<file path="config.mk">
export PLATFORM = sky130hd
export DESIGN_NAME = nor10_interval_timer
export DESIGN_NICKNAME = d
export VERILOG_FILES = /design/src/rtl/nor10_timer_pkg.sv /design/src/rtl/nor10_zero_det.sv /design/src/rtl/nor10_interval_timer.sv
export SDC_FILE = /design/constraint.sdc
export NUM_CORES = 1
export LEC_CHECK = 0
export CORE_MARGIN = 2
export CORE_UTILIZATION = 54
export CTS_CLUSTER_SIZE = 20
export DETAILED_ROUTE_END_ITERATION = 12
export DONT_BUFFER_PORTS = 1
export PLACE_DENSITY = 0.79
export SLEW_MARGIN = 30
export SYNTH_ARGS = -nofsm -noshare
export SYNTH_HDL_FRONTEND = slang
export SYNTH_HIERARCHICAL = 1
export SYNTH_SLANG_ARGS = --single-unit
</file>
<file path="constraint.sdc">
create_clock -name CLK -period 2.18 [get_ports CLK]
set_clock_uncertainty 0.2 [all_clocks]
set_input_delay 0.218 -clock CLK [delete_from_list [all_inputs] [get_ports CLK]]
set_output_delay 0.218 -clock CLK [all_outputs]
set_load 0.005 [all_outputs]
</file>
<file path="src/rtl/nor10_timer_pkg.sv">
// Shared types and constants for the NOR10 interval timer.
// Optional prescaler is selected with the TIMER_PRESCALE_EN macro.
package nor10_timer_pkg;

  localparam int CNT_W = 10;

  typedef enum logic {
    IDLE = 1'b0,
    RUN  = 1'b1
  } state_e;

  // Prescaler counter width; never below one bit so PRESCALE=0 still elaborates.
  function automatic int psc_width(input int prescale);
    return (prescale < 1) ? 1 : $clog2(prescale + 1);
  endfunction

endpackage

</file>
<file path="src/rtl/nor10_zero_det.sv">
// WIDTH-input NOR reduction; same function as the schematic NOR10 macro.
module nor10_zero_det #(
  parameter int WIDTH = 10
) (
  input  logic [WIDTH-1:0] a,
  output logic             zero
);

  logic [WIDTH:0] any_chain;

  assign any_chain[0] = 1'b0;

  generate
    for (genvar gi = 0; gi < WIDTH; gi++) begin : g_or
      assign any_chain[gi+1] = any_chain[gi] | a[gi];
    end
  endgenerate

  assign zero = ~any_chain[WIDTH];

endmodule

</file>
<file path="src/rtl/nor10_interval_timer.sv">
// Programmable down-counting interval timer with NOR10-compatible count vector
// and registered TC pulse. Define TIMER_PRESCALE_EN to add the CE prescaler.
module nor10_interval_timer
  import nor10_timer_pkg::*;
#(
  parameter int WIDTH       = CNT_W,
  parameter int AUTO_RELOAD = 0,
  parameter int PRESCALE    = 3
) (
  input  logic             CLK,
  input  logic             RSTN,
  input  logic             LOAD,
  input  logic [WIDTH-1:0] LDVAL,
  input  logic             START,
  input  logic             STOP,
  input  logic             CE,
  output logic [WIDTH-1:0] CNT,
  output logic             ZERO,
  output logic             TC,
  output logic             BUSY
);

  state_e           state_q, state_d;
  logic [WIDTH-1:0] period_q, period_d;
  logic [WIDTH-1:0] cnt_q, cnt_d;
  logic             tc_q, tc_d;
  logic             cnt_zero;
  logic             count_tick;

  // One detector feeds both the FSM and the ZERO port.
  nor10_zero_det #(
    .WIDTH(WIDTH)
  ) u_zero_det (
    .a    (cnt_q),
    .zero (cnt_zero)
  );

`ifdef TIMER_PRESCALE_EN
  localparam int PSC_W = psc_width(PRESCALE);

  logic [PSC_W-1:0] psc_q, psc_d;
  logic             psc_wrap;

  assign psc_wrap   = (psc_q == PSC_W'(PRESCALE));
  assign count_tick = CE & psc_wrap;

  always_comb begin
    psc_d = psc_q;
    if (START || STOP) begin
      psc_d = '0;
    end else if (state_q == RUN && CE) begin
      psc_d = psc_wrap ? '0 : psc_q + 1'b1;
    end
  end

  always_ff @(posedge CLK) begin
    if (!RSTN) begin
      psc_q <= '0;
    end else begin
      psc_q <= psc_d;
    end
  end
`else
  // PRESCALE has no effect in this build; the constant term folds away.
  assign count_tick = CE | (PRESCALE < 0);
`endif

  always_comb begin
    state_d  = state_q;
    cnt_d    = cnt_q;
    tc_d     = 1'b0;
    period_d = LOAD ? LDVAL : period_q;

    case (state_q)
      IDLE: begin
        if (START && !STOP) begin
          cnt_d   = period_q;
          state_d = RUN;
        end
      end
      RUN: begin
        if (STOP) begin
          state_d = IDLE;
        end else if (START) begin
          cnt_d = period_q;
        end else if (count_tick) begin
          if (!cnt_zero) begin
            cnt_d = cnt_q - 1'b1;
          end else begin
            // Expiry is intercepted at zero, so the decrement never wraps.
            tc_d = 1'b1;
            if (AUTO_RELOAD != 0) begin
              cnt_d = period_q;
            end else begin
              state_d = IDLE;
            end
          end
        end
      end
      default: state_d = IDLE;
    endcase
  end

  always_ff @(posedge CLK) begin
    if (!RSTN) begin
      state_q  <= IDLE;
      period_q <= '0;
      cnt_q    <= '0;
      tc_q     <= 1'b0;
    end else begin
      state_q  <= state_d;
      period_q <= period_d;
      cnt_q    <= cnt_d;
      tc_q     <= tc_d;
    end
  end

  assign CNT  = cnt_q;
  assign ZERO = cnt_zero;
  assign TC   = tc_q;
  assign BUSY = (state_q == RUN);

endmodule

</file>
* Yosys cells after proc, flatten, opt, wreduce, memory -nomap -nowiden *
Index checks and enable logic that the tools add are counted.
Widths: inputs -> output; s select.

storage, ports and cells
  input bits = 16
  bits in registers = 22
  output and inout bits = 13
  logic and storage cells = 39

cells by class
  reductions and logical operators = 4
  add/sub/neg operators = 1
  bitwise logic cells = 13
  eq/ne operators = 4
  multiplexer cells = 13

operators with widths
  cell                   number
  $mux 10                5
  $pmux 10 s2            1
  $sub 10x1->10 const B  1
  $or 1x1->1             9
  $mux 1                 6
  $reduce_or 5->1        1
  $ne 2x2->1 const B     2
  $not 1->1              4
  $reduce_and 4->1       1
  $ne 3x2->1 const B     1
  $ne 3x3->1 const B     1
  $pmux 1 s2             1
  $logic_and 1x1->1      1
  $logic_not 1->1        1

* Depth between registers and ports, before layout *
  depth in word-level cells = 14
  mapped depth = 7

* Cells and area by module *
The synthesis kept the hierarchy.

modules (own cells, without submodules)
  module                cells an instance  area an instance (sq um)  seq. area each (sq um)  instances
  nor10_interval_timer  121                1,068.5                   440.4                   1
  nor10_zero_det        3                  27.5                      0.0                     1

* Worst setup path before layout *
OpenSTA, ideal clock, no wires.

  path type = register to register
  start = register cnt_q[5], in the netlist CNT[5]
  end = register cnt_q[5], in the netlist CNT[5]
  cell stages (with the launch flop) = 8
  data required time = 1,889 ps
  period minus slack after synthesis = 2,263 ps
  slack = -83 ps
  library setup time = 91 ps
  buffers on the path = 1
  arrival = 1,972 ps
  cells stage by stage = dfxtp_1 > or4_1 > nor4_2 > nand4bb_1 > and2_1 > buf_2 > nor2_1 > a311oi_1

between the ends
  longest elaborated chain between the ends = 7
  elaborated cells between the ends (all ways) = 13
  classes of those cells = add/sub (1); eq/ne (1); mux (5); bitwise (5); reduce/logical (1)

ends and longest elaborated chain
  element                                                                RTL line                     RTL
  start, declared                                                        nor10_interval_timer.sv:25   logic [WIDTH-1:0] cnt_q, cnt_d;
  start signal, assigned                                                 nor10_interval_timer.sv:113  cnt_q <= cnt_d;
  parallel branches: the longest is 7 deep, another holds $sub 10x1->10  n/a

Parallel ways; which one is timed is not known. The select of a mux whose other input is x is not followed.
A chain may end at the register's enable or synchronous reset.

* Worst setup path in the final report *
  start = register cnt_q[8], in the netlist CNT[8]
  end = register cnt_q[2], in the netlist CNT[2]

between the ends
  longest elaborated chain between the ends = 4

ends and longest elaborated chain
  element                            RTL line              RTL
  $or 1x1->1 (2 in a row)            nor10_zero_det.sv:15  assign any_chain[gi+1] = any_chain[gi] | a[gi];
  $ne 3x2->1 (no source line)        n/a
  $reduce_and 4->1 (no source line)  n/a

Every way passes these cells.

==> impl_results.md <==
- Die W: 49.05 um
- DRC: 0
- Max Clock Freq: 0.4632 GHz
- Worst-skew pair later-pin latency: 0.33 ns
- Clock sinks: 22
- Mean Syn Cell Area: 8.839 um^2
- Proportion of layout cells with a drive suffix above 1: 0.1875
- Via count: 1178
- Synth Instances: 124
- H-tree levels: 1
- Vias in the first global route: 1180
- Post-synth EDFFs: 0
- DRT Wirelength: 3678 um
- Final std cells w/o fill: 187
- Final Critical Period: 2.159 ns
- Switching part of the total: 0.2893
- Root Driver: clkbuf_4
- Die Footprint: 2406 um^2
- Synth warn: 6
- Top-area cell type share of the netlist area: 0.4018
- CP max FO: 6
- Synth area leaders: dfxtp_1 40%, mux2i_1 9.1%, nor2b_1 6.3%
- Vias per cell: 6.299
- Yosys cell types: 33
- Slew margin rel.: 0.5532
- N_diodes: 0
- Sequential share of the synthesized area: 0.4018
- CTS buffer count: 3
- Hold crit path type: in -> reg
- Setup TNS: 0 ns
- Post-layout nets: 178
- Area leader, netlist: dfxtp_1
- Largest net degree at the start of global routing: 23
- Clk pwr share: 0.265
- CTS max path bufs: 2
- CTS tree: built
- Crit path DAT: 2.22 ns
- Async SR Flop Fraction: 0
- First-pass GRT wire length: 6044 um
- Simple-Gate Fraction of Synth Area: 0.2705
- Area share of fa/ha/maj cells after synthesis: 0.01142
- #FFs+latches synth: 22
- Die Y: 49.05 um
- Total GRT Usage: 0.3333
- Initial antenna violation count: 0
- Buffers on Ports: 0
- CP Capture Type: flip-flop
- CP Launch Type: flip-flop
- FP Rows: 16
- Remaining Overflow, GRT: 0
- Synth Net Count: 141
- # IOs: 29
- Top_reg_cell synth: dfxtp_1
- Max Slew Vio Count: 0
- Leakage power: 0.0006035 uW
- Post-route ant nets: 0
- Setup repair after global routing missed its margin: true
- Avg WL per Cell: 19.67 um
- CP Class: reg -> reg
- Clock slew at reported path FFs: 0.14 ns
- Fraction of synthesized area in multiplexers: 0.09132
- Period utilisation layout: 0.9903
- Largest family of logic cells by synthesized area: simple AND/OR/NAND/NOR gates
- DRT Pass-1 Iters: 4
- Compound-Gate Fraction of Synth Area: 0.1952
- Peak VDD IR: 0.5863 mV
- Endpoints failing hold: 0
- Xor and xnor area share after synthesis: 0
- Internal: 653.2 uW
- PwrDens: 600.6 nW/um^2
- Area grow syn2layout: 39.61%
- Combinational power share: 0.253
- Part of the power in registers: 0.481
- Net switching power: 265.9 uW
- Placed Instances: 158
- Starting Density: 0.5644
- Max-cap violation count: 0
- Count of filler cells inserted in the layout: 114
- Setup Viol. Count Final: 0
- Status: complete, no violations
- Least-Margin Pin Slew: 0.6680 ns
- WP data required: 2.24 ns
- Cell Area, Synth: 1096 um^2
- DR iter-0 viols: 66
- Core Region: 1942 um^2
- RD Place Congestion: 0.9602
- Detailed placement HPWL: 1926 um
==> worst max-delay path: stages, from the launching register on <==
cell and delay [ns]:
dfxtp_2 0.35, or4_4 0.54, nor4_4 0.25, nand4bb_4 0.20, and2_4 0.19, buf_6 0.12, o21ai_1 0.09, a21boi_1 0.15
==> cell usage after synthesis, types with 3 or more instances <==
library cell and number:
a21boi_0 3, a21oi_1 6, nor3_1 5, nand2b_1 4
clkbuf_1 4, nor2b_1 11, mux2i_1 10, and2_1 4
dfxtp_1 22, o21ai_0 9, nand2_1 6, nor2_1 10
or4_1 3
==> layout make-up <==
| class | count | area (um^2) | share of cell area |
|---|---|---|---|
| Tap cell | 27 | 33.78 | 0.02208 |
| Multi-Input combinational cell | 94 | 660.6 | 0.4317 |
| Clock buffer | 4 | 36.28 | 0.02371 |
| Sequential cell | 22 | 442.9 | 0.2895 |
| Timing Repair Buffer | 38 | 349.1 | 0.2281 |
| Inverter | 2 | 7.507 | 0.004906 |
==> power by group through the flow <==
stage               combinational, uW  sequential, uW  clock [uW]
global placement                  154             447           0
detailed placement                158             448           0
CTS                               205             439         229
floorplan                         114             451           0
finish                            233             442         244
global route                      248             445         260
==> registers in the layout, summed over array words and instances, names as in the netlist <==
register	flops
CNT	10
TC	1
period_q	10
BUSY	1
==> layer usage <==
| layer | wire, um | track usage | share of wire |
|---|---|---|---|
| met1 | 1345 | 0.3992 | 0.37 |
| met5 | 0 | 0 | 0 |
| met2 | 1837 | 0.5708 | 0.50 |
| met4 | 151 | 0.1714 | 0.041 |
| met3 | 343 | 0.05828 | 0.093 |
==> placed cells by master, fill, tap and decap left out, types with 2 or more instances in the layout <==
cell,Yosys,final
nand2_1,6,5
nor3_1,5,5
inv_1,2,2
a22oi_1,2,2
o21ai_0,9,5
o21ai_1,0,4
o221a_2,2,2
a21oi_1,6,6
nand2b_1,4,4
nor4_1,2,2
nor2b_1,11,11
a21boi_1,0,3
mux2i_1,10,10
or4_4,0,2
dfxtp_2,0,2
dfxtp_1,22,20
clkbuf_4,0,3
buf_4,0,13
nor2_1,10,10
and2_1,4,3
o211ai_1,2,2
a311oi_1,2,2
dlygate4sd3_1,0,24
==> path summary, 6_finish.rpt <==
| kind | end | depth (start not counted) | slack [ns] | start |
|---|---|---|---|---|
| min | CNT[7] | 4 | 0.07 | CE |
| max | CNT[2] | 7 | 0.02 | CNT[8] |
| min reg2reg | CNT[6] | 2 | 0.41 | CNT[6] |
| max reg2reg | CNT[2] | 7 | 0.02 | CNT[8] |
==> metrics by stage <==
step                      power (uW)  hold WS [ns]  instance area [um^2]    util  setup slack, ns
after floorplan                564.9        0.1354                  1111       -         0.005371
after global placement         601.1        0.1467                  1215  0.6256          0.08542
after detailed placement       605.3        0.1543                  1215  0.6256        -0.002535
after CTS                      873.3        0.1250                  1494  0.7693          0.03256
after global routing           953.0       0.05396                  1530  0.7880         -0.05669
final                          919.1       0.06929                  1530  0.7880          0.02121
==> kinds of logic after synthesis <==
family / count (synthesis)
DFF: 22
muxes: 10
AOI/OAI and AO/OA: 32
buffers and inverters: 8
adders and majority gates: 1
and+or+nand+nor: 51
==> repair_timing <==
item / 4_1_cts / 5_1_grt
gates resized for setup: 1 / 13
pin swaps: 0 / 7
setup buffers: 0 / 1
endpoints found under the setup margin: 3 / 9
hold endpoints to repair: 22 / 0
hold buffers: 24 / 0
(Power assumes the default switching activity.)
